`src/rtl/mem_arb_pkg.sv`:
```
// Shared widths and enums for the two-port memory arbiter.
package mem_arb_pkg;

  localparam int DATA_W = 16;
  localparam int ADDR_W = 12;
  localparam int SEG_W  = 4;

  typedef enum logic [1:0] {
    IDLE,
    ISSUE,
    CAPT,
    RESP
  } arb_state_t;

  typedef enum logic {
    PORT_F,
    PORT_D
  } port_sel_t;

endpackage

```
`src/rtl/mem_arb_if.sv`:
```
// Fetch port, data port and memory pins of the arbiter, bundled as one interface.
interface mem_arb_if;
  import mem_arb_pkg::*;

  logic              f_req;
  logic [SEG_W-1:0]  f_seg;
  logic [ADDR_W-1:0] f_addr;
  logic              f_ready;
  logic              f_valid;
  logic [DATA_W-1:0] f_rdata;

  logic              d_req;
  logic              d_we;
  logic [SEG_W-1:0]  d_seg;
  logic [ADDR_W-1:0] d_addr;
  logic [DATA_W-1:0] d_wdata;
  logic              d_ready;
  logic              d_valid;
  logic [DATA_W-1:0] d_rdata;

  logic              mem_en;
  logic              mem_r_wb;
  logic [SEG_W-1:0]  mem_plus;
  logic [ADDR_W-1:0] mem_addr;
  logic [DATA_W-1:0] mem_din;
  logic [DATA_W-1:0] mem_dout;

  logic              busy;

  modport slave (
    input  f_req, f_seg, f_addr,
    output f_ready, f_valid, f_rdata,
    input  d_req, d_we, d_seg, d_addr, d_wdata,
    output d_ready, d_valid, d_rdata,
    output mem_en, mem_r_wb, mem_plus, mem_addr, mem_din,
    input  mem_dout,
    output busy
  );

  modport master (
    output f_req, f_seg, f_addr,
    input  f_ready, f_valid, f_rdata,
    output d_req, d_we, d_seg, d_addr, d_wdata,
    input  d_ready, d_valid, d_rdata,
    input  mem_en, mem_r_wb, mem_plus, mem_addr, mem_din,
    output mem_dout,
    input  busy
  );

endinterface

```
`src/rtl/mem_arb_grant.sv`:
```
// Combinational grant selection (data priority with a starvation escape) and
// the next value of the starvation counter.
module mem_arb_grant #(
  parameter int STARVE_LIMIT = 4,
  parameter int CNT_W        = $clog2(STARVE_LIMIT + 1)
) (
  input  logic             idle,
  input  logic             f_req,
  input  logic             d_req,
  input  logic [CNT_W-1:0] starve_cnt,
  output logic             grant_f,
  output logic             grant_d,
  output logic [CNT_W-1:0] starve_nxt
);

  localparam logic [CNT_W-1:0] LIMIT = CNT_W'(STARVE_LIMIT);

  logic at_limit;
  assign at_limit = (starve_cnt == LIMIT);

  always_comb begin
    // NOTE: every output gets a default first so no path leaves one unassigned (no latch).
    grant_f    = 1'b0;
    grant_d    = 1'b0;
    starve_nxt = starve_cnt;

    if (idle) begin
      if (d_req && !(f_req && at_limit)) grant_d = 1'b1;
      else if (f_req)                    grant_f = 1'b1;
    end

    // A data grant only counts against the fetch port while fetch is waiting.
    if (grant_d && f_req)       starve_nxt = at_limit ? LIMIT : starve_cnt + 1'b1;
    else if (grant_d || grant_f) starve_nxt = '0;
  end

endmodule

```
`src/rtl/mem_arbiter.sv`:
```
// Shares one single-ported word memory between the fetch and load/store ports:
// grants, drives registered memory pins, captures read data, pulses valid.
module mem_arbiter
  import mem_arb_pkg::*;
#(
  parameter int STARVE_LIMIT = 4
) (
  input logic      clk,
  input logic      rst,
  mem_arb_if.slave bus
);

  localparam int CNT_W = $clog2(STARVE_LIMIT + 1);

  arb_state_t        state_q, state_d;
  port_sel_t         owner_q;
  logic              wr_q;
  logic [CNT_W-1:0]  starve_cnt, starve_nxt;
  logic              grant_f, grant_d;

  logic              mem_en_q, mem_r_wb_q;
  logic [SEG_W-1:0]  mem_plus_q;
  logic [ADDR_W-1:0] mem_addr_q;
  logic [DATA_W-1:0] mem_din_q;
  logic [DATA_W-1:0] f_rdata_q, d_rdata_q;

  mem_arb_grant #(
    .STARVE_LIMIT(STARVE_LIMIT),
    .CNT_W       (CNT_W)
  ) u_grant (
    .idle      (state_q == IDLE),
    .f_req     (bus.f_req),
    .d_req     (bus.d_req),
    .starve_cnt(starve_cnt),
    .grant_f   (grant_f),
    .grant_d   (grant_d),
    .starve_nxt(starve_nxt)
  );

  always_comb begin
    state_d = state_q;
    unique case (state_q)
      IDLE:    if (grant_f || grant_d) state_d = ISSUE;
      ISSUE:   state_d = wr_q ? RESP : CAPT;
      CAPT:    state_d = RESP;
      RESP:    state_d = IDLE;
      default: state_d = IDLE;
    endcase
  end

  always_ff @(posedge clk) begin
    // NOTE: state registers use non-blocking assignments so every flop sees pre-edge values.
    if (rst) begin
      state_q    <= IDLE;
      owner_q    <= PORT_F;
      wr_q       <= 1'b0;
      starve_cnt <= '0;
      mem_en_q   <= 1'b0;
      mem_r_wb_q <= 1'b1;
      mem_plus_q <= '0;
      mem_addr_q <= '0;
      mem_din_q  <= '0;
      f_rdata_q  <= '0;
      d_rdata_q  <= '0;
    end else begin
      state_q    <= state_d;
      starve_cnt <= starve_nxt;
      unique case (state_q)
        IDLE: begin
          if (grant_f || grant_d) begin
            mem_en_q   <= 1'b1;
            owner_q    <= grant_d ? PORT_D : PORT_F;
            wr_q       <= grant_d && bus.d_we;
            mem_r_wb_q <= !(grant_d && bus.d_we);
            mem_plus_q <= grant_d ? bus.d_seg  : bus.f_seg;
            mem_addr_q <= grant_d ? bus.d_addr : bus.f_addr;
            if (grant_d && bus.d_we) mem_din_q <= bus.d_wdata;
          end
        end
        ISSUE: begin
          // Reads keep the pins asserted one more cycle so mem_dout stays defined at capture.
          if (wr_q) begin
            mem_en_q   <= 1'b0;
            mem_r_wb_q <= 1'b1;
          end
        end
        CAPT: begin
          mem_en_q   <= 1'b0;
          mem_r_wb_q <= 1'b1;
          if (owner_q == PORT_D) d_rdata_q <= bus.mem_dout;
          else                   f_rdata_q <= bus.mem_dout;
        end
        default: ;
      endcase
    end
  end

  assign bus.f_ready  = grant_f;
  assign bus.d_ready  = grant_d;
  assign bus.f_valid  = (state_q == RESP) && (owner_q == PORT_F);
  assign bus.d_valid  = (state_q == RESP) && (owner_q == PORT_D);
  assign bus.f_rdata  = f_rdata_q;
  assign bus.d_rdata  = d_rdata_q;
  assign bus.mem_en   = mem_en_q;
  assign bus.mem_r_wb = mem_r_wb_q;
  assign bus.mem_plus = mem_plus_q;
  assign bus.mem_addr = mem_addr_q;
  assign bus.mem_din  = mem_din_q;
  assign bus.busy     = (state_q != IDLE);

endmodule

```
`src/flat_wrapper.sv`:
```
// flat-port wrapper written by rule: the top's interface ports become plain ports
module mem_arbiter_flat import mem_arb_pkg::*;
#(
  parameter int STARVE_LIMIT = 4
)
  (clk, rst, bus_f_req, bus_f_seg, bus_f_addr, bus_f_ready, bus_f_valid, bus_f_rdata, bus_d_req, bus_d_we, bus_d_seg, bus_d_addr, bus_d_wdata, bus_d_ready, bus_d_valid, bus_d_rdata, bus_mem_en, bus_mem_r_wb, bus_mem_plus, bus_mem_addr, bus_mem_din, bus_mem_dout, bus_busy);
  mem_arb_if bus_i ();
  input logic clk;
  input logic rst;
  input wire logic [$bits(bus_i.f_req)-1:0] bus_f_req;
  input wire logic [$bits(bus_i.f_seg)-1:0] bus_f_seg;
  input wire logic [$bits(bus_i.f_addr)-1:0] bus_f_addr;
  output wire logic [$bits(bus_i.f_ready)-1:0] bus_f_ready;
  output wire logic [$bits(bus_i.f_valid)-1:0] bus_f_valid;
  output wire logic [$bits(bus_i.f_rdata)-1:0] bus_f_rdata;
  input wire logic [$bits(bus_i.d_req)-1:0] bus_d_req;
  input wire logic [$bits(bus_i.d_we)-1:0] bus_d_we;
  input wire logic [$bits(bus_i.d_seg)-1:0] bus_d_seg;
  input wire logic [$bits(bus_i.d_addr)-1:0] bus_d_addr;
  input wire logic [$bits(bus_i.d_wdata)-1:0] bus_d_wdata;
  output wire logic [$bits(bus_i.d_ready)-1:0] bus_d_ready;
  output wire logic [$bits(bus_i.d_valid)-1:0] bus_d_valid;
  output wire logic [$bits(bus_i.d_rdata)-1:0] bus_d_rdata;
  output wire logic [$bits(bus_i.mem_en)-1:0] bus_mem_en;
  output wire logic [$bits(bus_i.mem_r_wb)-1:0] bus_mem_r_wb;
  output wire logic [$bits(bus_i.mem_plus)-1:0] bus_mem_plus;
  output wire logic [$bits(bus_i.mem_addr)-1:0] bus_mem_addr;
  output wire logic [$bits(bus_i.mem_din)-1:0] bus_mem_din;
  input wire logic [$bits(bus_i.mem_dout)-1:0] bus_mem_dout;
  output wire logic [$bits(bus_i.busy)-1:0] bus_busy;
  assign bus_i.f_req = bus_f_req;
  assign bus_i.f_seg = bus_f_seg;
  assign bus_i.f_addr = bus_f_addr;
  assign bus_f_ready = bus_i.f_ready;
  assign bus_f_valid = bus_i.f_valid;
  assign bus_f_rdata = bus_i.f_rdata;
  assign bus_i.d_req = bus_d_req;
  assign bus_i.d_we = bus_d_we;
  assign bus_i.d_seg = bus_d_seg;
  assign bus_i.d_addr = bus_d_addr;
  assign bus_i.d_wdata = bus_d_wdata;
  assign bus_d_ready = bus_i.d_ready;
  assign bus_d_valid = bus_i.d_valid;
  assign bus_d_rdata = bus_i.d_rdata;
  assign bus_mem_en = bus_i.mem_en;
  assign bus_mem_r_wb = bus_i.mem_r_wb;
  assign bus_mem_plus = bus_i.mem_plus;
  assign bus_mem_addr = bus_i.mem_addr;
  assign bus_mem_din = bus_i.mem_din;
  assign bus_i.mem_dout = bus_mem_dout;
  assign bus_busy = bus_i.busy;
  mem_arbiter #(.STARVE_LIMIT(STARVE_LIMIT)) u_core (.clk(clk), .rst(rst), .bus(bus_i));
endmodule
```
`config.mk`:
```
export PLATFORM = sky130hd
export DESIGN_NAME = mem_arbiter_flat
export DESIGN_NICKNAME = d
export VERILOG_FILES = /design/src/rtl/mem_arb_pkg.sv /design/src/rtl/mem_arb_if.sv /design/src/rtl/mem_arb_grant.sv /design/src/rtl/mem_arbiter.sv /design/src/flat_wrapper.sv
export SDC_FILE = /design/constraint.sdc
export NUM_CORES = 1
export LEC_CHECK = 0
export ABC_AREA = 1
export CORE_MARGIN = 4
export CORE_UTILIZATION = 25
export CTS_CLUSTER_SIZE = 10
export DETAILED_ROUTE_END_ITERATION = 12
export RECOVER_POWER = 50
export SYNTH_ARGS = -nofsm -noshare
export SYNTH_HDL_FRONTEND = slang
export SYNTH_SLANG_ARGS = --single-unit
export TNS_END_PERCENT = 20
```
`constraint.sdc`:
```
create_clock -name clk -period 1.6 [get_ports clk]
set_input_delay 0.24 -clock clk [delete_from_list [all_inputs] [get_ports clk]]
set_output_delay 0.24 -clock clk [all_outputs]
set_load 0.1 [all_outputs]
```
==> reports/results.txt <==
Max-slew violations: 0
Detailed Route Iter0 Violations: 199
Largest family of logic cells by synthesized area: simple AND/OR/NAND/NOR gates
HPWL after DPL: 7370 µm
Final setup viols: 3
Worst R2R Start: u_core.state_q[0]$_SDFFE_PP0P_
All-Layer GR Usage: 13.8%
CTS buffer count: 9
Detail Route Antenna Nets: 0
Post-synthesis sequential area ratio: 44.6%
Top post-synthesis cells by area: dfxtp_1 45%, nor2_1 14%, nand2_1 11%, inv_1 7.7%, o21ai_0 5.2%
Failing checks: setup timing
RSZ-0062 raised after global routing: true
Clk buf depth: 2
CP cell instances: inv_4, ha_4, buf_12, nand2_8, a21oi_4, buf_12
Peak VDD IR: 1.23 mV
Synth top area share: 44.6%
Worst Tran Pin Value: 0.566 ns
DRT Wirelength: 10300 µm
Most common cell on crit path: buf_12
Post-synthesis adder-cell area fraction: 3.06%
Via density: 4.19
Initial Util: 25.7%
Share of layout cells above drive strength 1: 21.5%
Layout Skew: 0.00599 ns
Most frequent cell after synthesis: nor2_1
TritonRoute pass-1 iters: 4
Hold depth: 2
Hold path start: u_core.bus.d_rdata[0]$_SDFFE_PP0P_
Synthesized cell area: 0.00327 mm²
Ys Warns: 0
Slowest stage cell, crit path: dfxtp_4
Rows: 41
Core area: 0.0127 mm²
Synth Area in Compound Gates: 7.03%
Pint: 5020 µW
Logic pwr share: 56.6%
CTS tree: yes
Worst-Skew Late Latency: 0.33 ns
Root buffer cell: clkbuf_16
Seq pwr share: 23.8%
Grt ovf: 0
Worst Path Max Fanout: 6
DRC: 0
Fin nets: 707
Most used DFF post-synth: dfxtp_1
Tmin final: 1.63 ns
Filler cells: 1372
R2R setup slack: 0.08 ns
I/O pin cnt: 140
Finished Layout Cells: 806
Number of global-route vias before repair: 3358
Worst hold endpoint: u_core.bus.d_rdata[0]$_SDFFE_PP0P_
Mux cell area share after synthesis: 0%
PortBufs: 139
Final WS setup: -0.0334 ns
Largest net degree at the start of global routing: 43
Slew HR: 62.4%
Crit path largest cell delay: 0.35 ns
Sw Share: 51.0%
Worst r2r dst: u_core.bus.mem_r_wb$_SDFFE_PP1P_
Peak Freq: 612 MHz
PwrDens: 2000 mW/mm²
Leakage dissipation: 0.00256 µW
Most common library cells after synthesis: 118 x nor2_1, 98 x nand2_1, 73 x dfxtp_1
Fin crit share: 102%
Syn avg cell area: 6.88 µm²
Worst-case reg-to-reg path depth: 9
Dpl cells: 780
Area growth syn-to-layout: 56.6%
DR vias: 3376
Hold slack: 0.482 ns
Final core occ: 40.3%
Net Count, Synth: 553
Area of the die: 0.0150 mm²
WP data required: 1.36 ns
Worst Hold Class: flop to flop
CP arrival: 1.39 ns
Worst Setup Start Kind: flop
H-tree depth: 3
# hold bufs at CTS: 0
Global placer's final weighted congestion: 0.772
#FFs+latches synth: 73
Post-Synth XOR/XNOR Area: 0%
Synth Instances: 476
Dominant cell type by area after synthesis: dfxtp_1
Clock power frac: 19.7%
Post-synth ARST share: 0%
Post-synth EDFFs: 0
Synth Area in Simple Gates: 32.7%
Critical Path Sink Type: output port
CTS sink count: 73
Ant diodes: 0
First-pass GRT wire length: 16300 µm
CTS clock-pin slew for the worst setup and hold paths: 0.05 ns
Setup CP Type: flop to output port
Status: finished with violations
NetSw: 5230 µW
Total power: 10300 µW
Initial antenna violation count: 0
Die H: 122 µm
Wirelength per Cell: 12.8 µm
Final hold viol count: 0
Die Wd: 122 µm
Max Cap Viol: 0
Unique cell type count in the Yosys netlist: 20
stage by stage:
stage | area [µm²] | setup slack (ns) | setup TNS, ns
after floorplan | 3360 | -0.0815 | -0.204
after global placement | 5670 | -0.0364 | -0.422
after detailed placement | 5670 | -0.110 | -2.19
after CTS | 6100 | -0.0384 | -0.0867
after global routing | 5130 | -0.0842 | -0.299
final | 5130 | -0.0334 | -0.0621
layout by cell type (no fill, tap or decap), types with 3 or more instances in the layout:
| cell | netlist | layout |
|---|---|---|
| a21oi_1 | 9 | 8 |
| inv_1 | 67 | 58 |
| clkinvlp_4 | 0 | 3 |
| o21ai_1 | 3 | 3 |
| ha_1 | 8 | 6 |
| buf_12 | 0 | 10 |
| nand2_1 | 98 | 98 |
| clkbuf_2 | 1 | 67 |
| dfxtp_2 | 0 | 3 |
| clkbuf_16 | 0 | 9 |
| buf_4 | 4 | 21 |
| o21ai_0 | 34 | 34 |
| inv_2 | 0 | 5 |
| nand3_1 | 19 | 19 |
| nor2_1 | 118 | 117 |
| clkdlybuf4s50_1 | 0 | 68 |
| dfxtp_1 | 73 | 69 |
| nand4_1 | 16 | 16 |
power by group through the flow:
stage	clock network (µW)	logic [µW]	registers, µW
after floorplan	0	1720	4970
after global placement	0	6380	2660
after detailed placement	0	6450	2670
after CTS	2100	6860	2640
after global routing	2160	6140	2480
final	2020	5800	2440
timing repair:
item | CTS | global route
endpoints found under the setup margin | 3 | 21
resized for setup | 7 | 2
buffers inserted | 9 | 1
cloned | 1 | 0
pin swaps | 3 | 2
state kept, by name, summed over array words and instances (netlist names):
signal and flops:
u_core.bus.d_rdata 16, u_core.bus.f_rdata 16, u_core.bus.mem_addr 12, u_core.bus.mem_din 16
u_core.bus.mem_en 1, u_core.bus.mem_plus 4, u_core.bus.mem_r_wb 1, u_core.owner_q 1
u_core.starve_cnt 3, u_core.state_q 2, u_core.wr_q 1
critical path: cells and delay by family (launching register included):
| family | cells | cell delay (ns) |
|---|---|---|
| buffers and inverters | 3 | 0.38 |
| DFF | 1 | 0.35 |
| adders and majority gates | 1 | 0.15 |
| AOI/OAI and AO/OA | 1 | 0.13 |
| and+or+nand+nor | 1 | 0.05 |
cells by family after synthesis:
family                     Yosys count
buffers and inverters               92
AOI/OAI and AO/OA                   46
DFF                                 73
and+or+nand+nor                    257
adders and majority gates            8
worst max path at each step:
stage / to / slack (ns) / startpoint
after CTS: bus_f_ready / -0.04 / u_core.state_q[0]$_SDFFE_PP0P_
final: bus_f_ready / -0.03 / u_core.state_q[0]$_SDFFE_PP0P_
after floorplan: bus_f_ready / -0.08 / u_core.starve_cnt[1]$_SDFFE_PP0P_
after global placement: u_core.bus.mem_addr[6]$_SDFFE_PP0P_ / -0.04 / bus_f_req
after global routing: bus_f_ready / -0.08 / u_core.state_q[0]$_SDFFE_PP0P_
after detailed placement: u_core.bus.mem_addr[8]$_SDFFE_PP0P_ / -0.11 / bus_f_req
metal layers:
metal | global-route usage (%) | part of all wire [%] | routed length [µm]
met3 | 5.81 | 8.5 | 870
met1 | 15.4 | 42 | 4350
met5 | 0 | 0 | 0
met2 | 23.9 | 48 | 4920
met4 | 4.34 | 1.4 | 146
area by class of cell:
class	count	area, µm²	share of cell area [%]
tap	172	215	4.20
timing repair buffer	168	1420	27.6
clock buffer	12	256	5.00
multi-input combinational	311	1470	28.6
clock inverter	3	40.0	0.781
sequential	73	1470	28.6
inverter	67	265	5.17
Power figures use the tool's default switching activity.
